File: config.mk
export PLATFORM = sky130hd
export DESIGN_NAME = cordic_prestage_flat
export DESIGN_NICKNAME = d
export VERILOG_FILES = /design/src/rtl/cordic_prestage_if.sv /design/src/rtl/cordic_prestage.sv /design/src/flat_wrapper.sv
export SDC_FILE = /design/constraint.sdc
export NUM_CORES = 1
export LEC_CHECK = 0
export CAP_MARGIN = 20
export CORE_MARGIN = 2
export CORE_UTILIZATION = 52
export DETAILED_ROUTE_END_ITERATION = 10
export GPL_ROUTABILITY_DRIVEN = 0
export HOLD_SLACK_MARGIN = 0.08
export PLACE_DENSITY = 0.82
export SLEW_MARGIN = 20
export SYNTH_ARGS = -nofsm -noshare
export SYNTH_HDL_FRONTEND = slang
export SYNTH_SLANG_ARGS = --single-unit
File: constraint.sdc
create_clock -name clk -period 4 [get_ports clk]
set_clock_uncertainty 0.2 [all_clocks]
set_input_delay 0.8 -clock clk [delete_from_list [all_inputs] [get_ports clk]]
set_output_delay 0.8 -clock clk [all_outputs]
set_load 0.02 [all_outputs]
File: src/rtl/cordic_prestage_if.sv
// Stream interface for the CORDIC pre-stage: angle input stream and
// initial (x, y, z) output stream with quadrant and sequence tags.
interface cordic_prestage_if;
   logic        in_valid;
   logic        in_ready;
   logic [31:0] angle_in;
   logic        out_valid;
   logic        out_ready;
   logic [31:0] x_out;
   logic [31:0] y_out;
   logic [31:0] z_out;
   logic        quad_neg;
   logic [7:0]  seq_out;
   logic        range_err;

   modport slave (
      input  in_valid, angle_in, out_ready,
      output in_ready, out_valid, x_out, y_out, z_out, quad_neg, seq_out, range_err
   );

   modport master (
      output in_valid, angle_in, out_ready,
      input  in_ready, out_valid, x_out, y_out, z_out, quad_neg, seq_out, range_err
   );
endinterface

File: src/rtl/cordic_prestage.sv
// CORDIC pre-stage: folds the input angle into [-pi/2, pi/2] and buffers it in a
// 2-entry FIFO. Define CORDIC_PRESTAGE_CLAMP_EN to clamp angles beyond +/-pi.
module cordic_prestage #(
   parameter logic [31:0] K_INIT  = 32'h136E9DB5,
   parameter logic [31:0] PI_HALF = 32'h3243F6A9,
   parameter logic [31:0] PI      = 32'h6487ED51
) (
   input logic              clk,
   input logic              rst,
   cordic_prestage_if.slave io
);

   localparam logic signed [31:0] PI_S  = PI;
   localparam logic signed [31:0] NPI_S = -PI_S;
   localparam logic signed [31:0] PH_S  = PI_HALF;
   localparam logic signed [31:0] NPH_S = -PH_S;

   typedef struct packed {
      logic        ld;
      logic [31:0] z;
      logic        q;
      logic [7:0]  seq;
   } ent_t;

   ent_t              head_q, head_d, tail_q, tail_d, new_e;
   logic [1:0]        cnt_q, cnt_d;
   logic              in_ready_q, in_ready_d;
   logic [7:0]        seq_q, seq_d;
   logic              push, pop;
   logic signed [31:0] ang;
`ifdef CORDIC_PRESTAGE_CLAMP_EN
   logic              err_q, err_d;
`endif

   always_comb begin
      push = io.in_valid && in_ready_q;
      pop  = (cnt_q != 2'd0) && io.out_ready;
      ang  = $signed(io.angle_in);
`ifdef CORDIC_PRESTAGE_CLAMP_EN
      err_d = err_q;
      if (ang > PI_S) begin
         ang = PI_S;
         if (push) err_d = 1'b1;
      end else if (ang < NPI_S) begin
         ang = NPI_S;
         if (push) err_d = 1'b1;
      end
`endif
      new_e.ld  = 1'b1;
      new_e.seq = seq_q;
      if (ang > PH_S) begin
         new_e.z = ang - PI_S;
         new_e.q = 1'b1;
      end else if (ang < NPH_S) begin
         new_e.z = ang + PI_S;
         new_e.q = 1'b1;
      end else begin
         new_e.z = ang;
         new_e.q = 1'b0;
      end

      // Head doubles as the output register so it keeps its value once drained.
      head_d = head_q;
      tail_d = tail_q;
      cnt_d  = cnt_q;
      case ({push, pop})
         2'b10: begin
            if (cnt_q == 2'd0) head_d = new_e;
            else               tail_d = new_e;
            cnt_d = cnt_q + 2'd1;
         end
         2'b01: begin
            if (cnt_q == 2'd2) head_d = tail_q;
            cnt_d = cnt_q - 2'd1;
         end
         // push needs cnt<2 and pop needs cnt>0, so occupancy is exactly 1 here
         2'b11:   head_d = new_e;
         default: ;
      endcase
      seq_d      = push ? seq_q + 8'd1 : seq_q;
      in_ready_d = (cnt_d < 2'd2);
   end

   always_ff @(posedge clk or posedge rst) begin
      if (rst) begin
         head_q     <= '0;
         tail_q     <= '0;
         cnt_q      <= 2'd0;
         in_ready_q <= 1'b0;
         seq_q      <= 8'd0;
`ifdef CORDIC_PRESTAGE_CLAMP_EN
         err_q      <= 1'b0;
`endif
      end else begin
         head_q     <= head_d;
         tail_q     <= tail_d;
         cnt_q      <= cnt_d;
         in_ready_q <= in_ready_d;
         seq_q      <= seq_d;
`ifdef CORDIC_PRESTAGE_CLAMP_EN
         err_q      <= err_d;
`endif
      end
   end

   assign io.in_ready  = in_ready_q;
   assign io.out_valid = (cnt_q != 2'd0);
   assign io.x_out     = head_q.ld ? K_INIT : 32'd0;
   assign io.y_out     = 32'd0;
   assign io.z_out     = head_q.z;
   assign io.quad_neg  = head_q.q;
   assign io.seq_out   = head_q.seq;
`ifdef CORDIC_PRESTAGE_CLAMP_EN
   assign io.range_err = err_q;
`else
   assign io.range_err = 1'b0;
`endif

endmodule

File: src/flat_wrapper.sv
// flat-port wrapper written by rule: the top's interface ports become plain ports
module cordic_prestage_flat 
#(
   parameter logic [31:0] K_INIT  = 32'h136E9DB5,
   parameter logic [31:0] PI_HALF = 32'h3243F6A9,
   parameter logic [31:0] PI      = 32'h6487ED51
)
  (clk, rst, io_in_valid, io_angle_in, io_out_ready, io_in_ready, io_out_valid, io_x_out, io_y_out, io_z_out, io_quad_neg, io_seq_out, io_range_err);
  cordic_prestage_if io_i ();
  input logic clk;
  input logic rst;
  input wire logic [$bits(io_i.in_valid)-1:0] io_in_valid;
  input wire logic [$bits(io_i.angle_in)-1:0] io_angle_in;
  input wire logic [$bits(io_i.out_ready)-1:0] io_out_ready;
  output wire logic [$bits(io_i.in_ready)-1:0] io_in_ready;
  output wire logic [$bits(io_i.out_valid)-1:0] io_out_valid;
  output wire logic [$bits(io_i.x_out)-1:0] io_x_out;
  output wire logic [$bits(io_i.y_out)-1:0] io_y_out;
  output wire logic [$bits(io_i.z_out)-1:0] io_z_out;
  output wire logic [$bits(io_i.quad_neg)-1:0] io_quad_neg;
  output wire logic [$bits(io_i.seq_out)-1:0] io_seq_out;
  output wire logic [$bits(io_i.range_err)-1:0] io_range_err;
  assign io_i.in_valid = io_in_valid;
  assign io_i.angle_in = io_angle_in;
  assign io_i.out_ready = io_out_ready;
  assign io_in_ready = io_i.in_ready;
  assign io_out_valid = io_i.out_valid;
  assign io_x_out = io_i.x_out;
  assign io_y_out = io_i.y_out;
  assign io_z_out = io_i.z_out;
  assign io_quad_neg = io_i.quad_neg;
  assign io_seq_out = io_i.seq_out;
  assign io_range_err = io_i.range_err;
  cordic_prestage #(.K_INIT(K_INIT), .PI_HALF(PI_HALF), .PI(PI)) u_core (.clk(clk), .rst(rst), .io(io_i));
endmodule
=== Word level (Yosys, flattened, before mapping) ===
Index checks and enable logic that the tools add are counted.

* Output and inout port bits: 108
* Memory bits (read-only): 0
* Bits in registers: 95
* Memories kept: 0
* Word-level logic and storage cells: 40
* RAM bits: 0
* Latch bits: 0
* Bits of input ports: 36

* Reduce and logical (&&, ||, !) cells: 7
* $add $sub $neg: 5
* Mux-type cells: 7
* Bitwise operators: 1
* Shifts and indexed selects: 0
* $lt $le $gt $ge: 3
* Div/mod/pow operators: 0
* Equal/unequal tests: 6
* Multipliers: 0

{| class="wikitable"
|+ Operators with widths
! kind !! count
|-
| $pmux 42 s3 || 1
|-
| $mux 42 || 2
|-
| $mux 33 || 2
|-
| $add 32x32->32 const B || 1
|-
| $gt 32x31->1 const B || 1
|-
| $lt 32x31->1 const B || 1
|-
| $sub 32x32->32 const B || 1
|-
| $mux 29 || 1
|-
| $add 8x1->8 const B || 1
|-
| $eq 2x2->1 const B || 3
|-
| $ne 2x1->1 const B || 2
|-
| $pmux 2 s2 || 1
|-
| $reduce_and 3->1 || 1
|-
| $reduce_bool 3->1 || 1
|-
| $add 2x1->2 const B || 1
|-
| $eq 2x1->1 const B || 1
|-
| $logic_and 1x1->1 || 2
|-
| $logic_not 2->1 || 1
|-
| $lt 2x2->1 const B || 1
|-
| $reduce_and 2->1 || 1
|-
| $reduce_bool 2->1 || 1
|-
| $sub 2x1->2 const B || 1
|-
| $not 1->1 || 1
|}

=== Longest topological paths before layout ===
* Word-level depth: 5
* Depth in mapped cells: 14
* Gate-level depth less buffers: 10

=== Worst setup path before layout ===
OpenSTA, ideal clock, no wires.

* Path type: input to register
* From: input io_angle_in[0]
* To: register u_core.head_q, in the netlist u_core.io.z_out[30]
* Data required time: 3.731 ns
* Stages: 9
* Path buffers: 0
* Path slack: 0.878 ns
* Arrival time: 2.853 ns
* Setup time: 0.069 ns
* Cell sequence: ha_1 > and4_4 > or2_1 > o21a_2 > o41a_1 > a311oi_1 > a31oi_1 > or4_1 > nand3_1

* Longest elaborated chain between the ends: 5
* Elaborated cells on any way between the ends: 8
* Those cells by class: add/sub (2); order compare (2); mux (4)

{| class="wikitable"
|+ Ends and longest elaborated chain
! item !! RTL line !! text
|-
| start, declared || flat_wrapper.sv:13 || <nowiki>input wire logic [$bits(io_i.angle_in)-1:0] io_angle_in;</nowiki>
|-
| $add 32x32->32 / $lt 32x31->1 (equally long branches) || cordic_prestage.sv:55, cordic_prestage.sv:54 ||
|-
| $mux 33 || cordic_prestage.sv:54 || <nowiki>end else if (ang < NPH_S) begin</nowiki>
|-
| $mux 33 * || cordic_prestage.sv:51 || <nowiki>if (ang > PH_S) begin</nowiki>
|-
| $mux 42 || cordic_prestage.sv:68 || <nowiki>if (cnt_q == 2'd0) head_d = new_e;</nowiki>
|-
| $pmux 42 s3 * || cordic_prestage.sv:66 || <nowiki>case ({push, pop})</nowiki>
|-
| end signal, assigned || cordic_prestage.sv:86 || <nowiki>head_q <= '0;</nowiki>
|-
| end signal, assigned || cordic_prestage.sv:95 || <nowiki>head_q <= head_d;</nowiki>
|-
| end, declared || cordic_prestage.sv:25 || <nowiki>ent_t head_q, head_d, tail_q, tail_d, new_e;</nowiki>
|}

Mark *: on every way between the ends. The rest lies on a longest branch, timed or not. The select of a mux whose other input is x is not followed.
A chain may end at the register's enable or synchronous reset.

=== Worst setup path after layout ===
Same ends and word-level chain as after synthesis.

==> run summary <==
Rows: 40
setup repair bufs after CTS: 0
clk_lat worst skew: 0.35 ns
most used flip-flop cell after synthesis: dfrtp_1
Seq pwr share: 0.351
Buf+Inv Stages, Crit Path: 1
max-cap viol count: 0
highest fanout seen on the critical path: 7
TritonRoute pass-1 iters: 5
Die Ht: 115 um
Sw Ratio: 0.399
commonest cells after routing, fill and taps aside: 96 x clkdlybuf4s50_1, 95 x dfrtp_1, 71 x nand2_1
count of yosys warnings during synthesis: 0
Final Slew Violations: 0
Critical Path Start Type: input pin
flops & latches, synth: 95
portion of the post-synthesis area used by sequential elements: 0.370
Tmin final: 3.57 ns
global-route wire length before repair: 26200 um
GR Layer Usage met3: 0.0364
highest clock frequency the design can meet: 280 MHz
highest ir drop seen on vdd: 0.322 mV
number of port buffers: 96
Post-Synthesis Cells: 728
worst flop-to-flop path startpoint: u_core.cnt_q[1]$_DFF_PP0_
global routing met1 resource utilization: 0.342
Critical Path RT: 4.08 ns
Crit Path Category: in -> reg
top-area cell type share of the netlist area: 0.370
top-level I/O count: 144
standard cell with the maximum stage delay on the critical path: clkdlybuf4s50_1
die width: 115 um
Synth Area in Compound Gates: 0.181
total detailed-routing wirelength: 16100 um
leading cell type in the layout, fill and taps excluded: clkdlybuf4s50_1
antenna cell count: 0
met2 layer usage reported by global route: 0.398
Initial DRC Count: 581
remaining design rule violation count: 0
worst hold slack: 0.250 ns
type of element capturing the critical path: flop
Resized cells post-CTS: 0
count of different cell masters after synthesis: 76
initial antenna violation count: 0
number of clock buffers inserted by TritonCTS: 9
multiplexer share of the synthesized area: 0.0661
number of hold violations in the final report: 0
post-synthesis share of cell area spent on and, or, nand and nor gates: 0.190
combinational cell fraction of total power: 0.459
Pwr per Cell Area: 621 nW/um2
GRT busiest layer: met2
leftover overflow at the end of global routing: 0
register clock-pin slew on the reported worst setup and hold paths: 0.06 ns
Rel. slew slack: 0.446
net count reported at finish: 832
H-tree level count: 3
critical hold path startpoint: u_core.tail_q[41]$_DFFE_PP0P_
slew of the pin with the lowest slew margin: 0.830 ns
clock tree from TritonCTS: yes
Vias per Instance: 6.00
final cell utilization of the core: 0.631
library cell used as clock root buffer: clkbuf_16
Die Outline Area: 13200 um2
xor and xnor fraction of the mapped netlist area: 0.0532
detailed-route wire length per cell: 17.1 um
fraction of final layout cells with drive strength greater than 1: 0.110
number of nets with antenna violations after routing: 0
largest family of logic cells by synthesized area: simple AND/OR/NAND/NOR gates
Clock Sink Count: 95
cells traversed along the worst timing path: clkdlybuf4s50_1 > ha_1 > and4_4 > or2_1 > o21a_2 > o41a_1 > a311oi_1 > a31oi_1 > or4_1 > nand3_1
outcome: finished clean
Crit path largest cell delay: 0.52 ns
clock group share of total power: 0.190
synth-to-layout area growth: 18.1%
Leak Pwr: 0.00318 uW
post-route setup TNS: 0 ns
vias in the first global route: 5267
power dissipated by switching net loads: 1880 uW
RSZ-0062 raised after global routing: no
count of flip-flops with a built-in enable after synthesis: 0
Setup Viol. Count Final: 0
Placeable Area: 12000 um2
Clock Path Buffers: 2
hold buffer count at cts: 0
Synth area leaders: dfrtp_1 37%, buf_4 7.6%, nand2_1 4.2%
dominant delay contributor by cell family on the critical path: compound AO/OA/AOI/OAI gates
global-route total usage across every layer: 0.248
Post-Place Cells: 925
initial core utilization: 0.534
internal power: 2830 uW
Final Instance Count excl. Fillers: 941
Syn Std Cell Area: 6420 um2
class of the most critical hold timing path: reg -> reg
HPWL after detailed placement: 11500 um
top cell type by total area after synthesis: dfrtp_1
Avg Inst Size Synth: 8.82 um2
launch point of the worst path: io_angle_in[0]
vias: 5645
post-route fraction of the period consumed by the critical path: 0.892
area share of fa/ha/maj cells after synthesis: 0.0136
arrival time reported for the critical path endpoint: 3.65 ns
maximum number of pins on one net before global-route repair: 50
async set or reset register ratio after synthesis: 1.00
[power groups by stage]
stage | combinational (uW) | sequential (uW) | clock [uW]
3_3_place_gp | 2080 | 1650 | 0
2_1_floorplan | 1210 | 1850 | 0
5_1_grt | 2360 | 1710 | 939
3_5_place_dp | 2150 | 1670 | 0
4_1_cts | 2170 | 1660 | 901
6_report | 2160 | 1650 | 893
[final cells by class]
cell class | count | area (um2)
Clock buffer | 10 | 229
Timing Repair Buffer | 130 | 1250
Fill cell | 988 | 4430
Inverter | 11 | 42.5
Sequential cell | 95 | 2380
Clock inverter | 6 | 77.6
Tap cell | 147 | 184
Multi-Input combinational cell | 542 | 3420
[Yosys cell counts (9+ instances only)]
library cell  count
dfrtp_1          95
nand2_1          72
buf_4            65
clkbuf_1         44
nand3_1          36
o21ai_0          35
a21oi_1          28
nor2_1           27
xnor2_1          24
mux2i_1          21
o21ai_1          21
nor3_1           20
mux2_2           19
xor2_1           15
o31ai_1          13
buf_2            12
o21a_1           12
inv_1            11
and3_1           10
o32ai_1          10
o211ai_1          9
[cell families after synthesis]
kind of cell	Yosys count
simple gates	235
compound gates	174
buf+inv	137
flops	95
mux	40
xor+xnor	39
fa+ha+maj	7
other cells	1
[worst min-delay path, cell delays in order (launching register included)]
cell     delay, ns
dfrtp_1       0.32
inv_1         0.05
nand2_1       0.05
[sequential cells by signal, summed over array words and instances (netlist names)]
signal,flops
u_core.tail_q,42
u_core.io.z_out,32
u_core.io.seq_out,8
u_core.seq_q,8
u_core.cnt_q,2
u_core.head_q,1
u_core.io.in_ready,1
u_core.io.quad_neg,1
[path summary, 6_finish.rpt]
kind / end / slack (ns) / cells past startpoint
setup / recovery: u_core.io.z_out[30]$_DFFE_PP0P_ / 0.43 / 10
hold reg to reg: u_core.tail_q[41]$_DFFE_PP0P_ / 0.25 / 2
hold / removal: u_core.tail_q[41]$_DFFE_PP0P_ / 0.25 / 2
max in group asynchronous: u_core.tail_q[19]$_DFFE_PP0P_ / 2.17 / 3
min in group asynchronous: u_core.io.z_out[5]$_DFFE_PP0P_ / 0.72 / 2
setup reg to reg: u_core.io.seq_out[0]$_DFFE_PP0P_ / 1.03 / 9
[through the flow]
| step | area, um2 | total power, uW | setup slack (ns) |
|---|---|---|---|
| after CTS | 7580 | 4720 | 0.474 |
| after global placement | 7270 | 3720 | 0.168 |
| final | 7580 | 4710 | 0.432 |
| after detailed placement | 7270 | 3820 | 0.140 |
| after global routing | 7580 | 5010 | 0.297 |
| after floorplan | 6590 | 3060 | 0.523 |
[routing by layer]
metal / part of all wire / vias up
li1: - / 2621
met1: 0.41 / 2643
met2: 0.47 / 339
met3: 0.096 / 42
met4: 0.026 / 0
met5: 0 / -
Power figures use the tool's default switching activity.
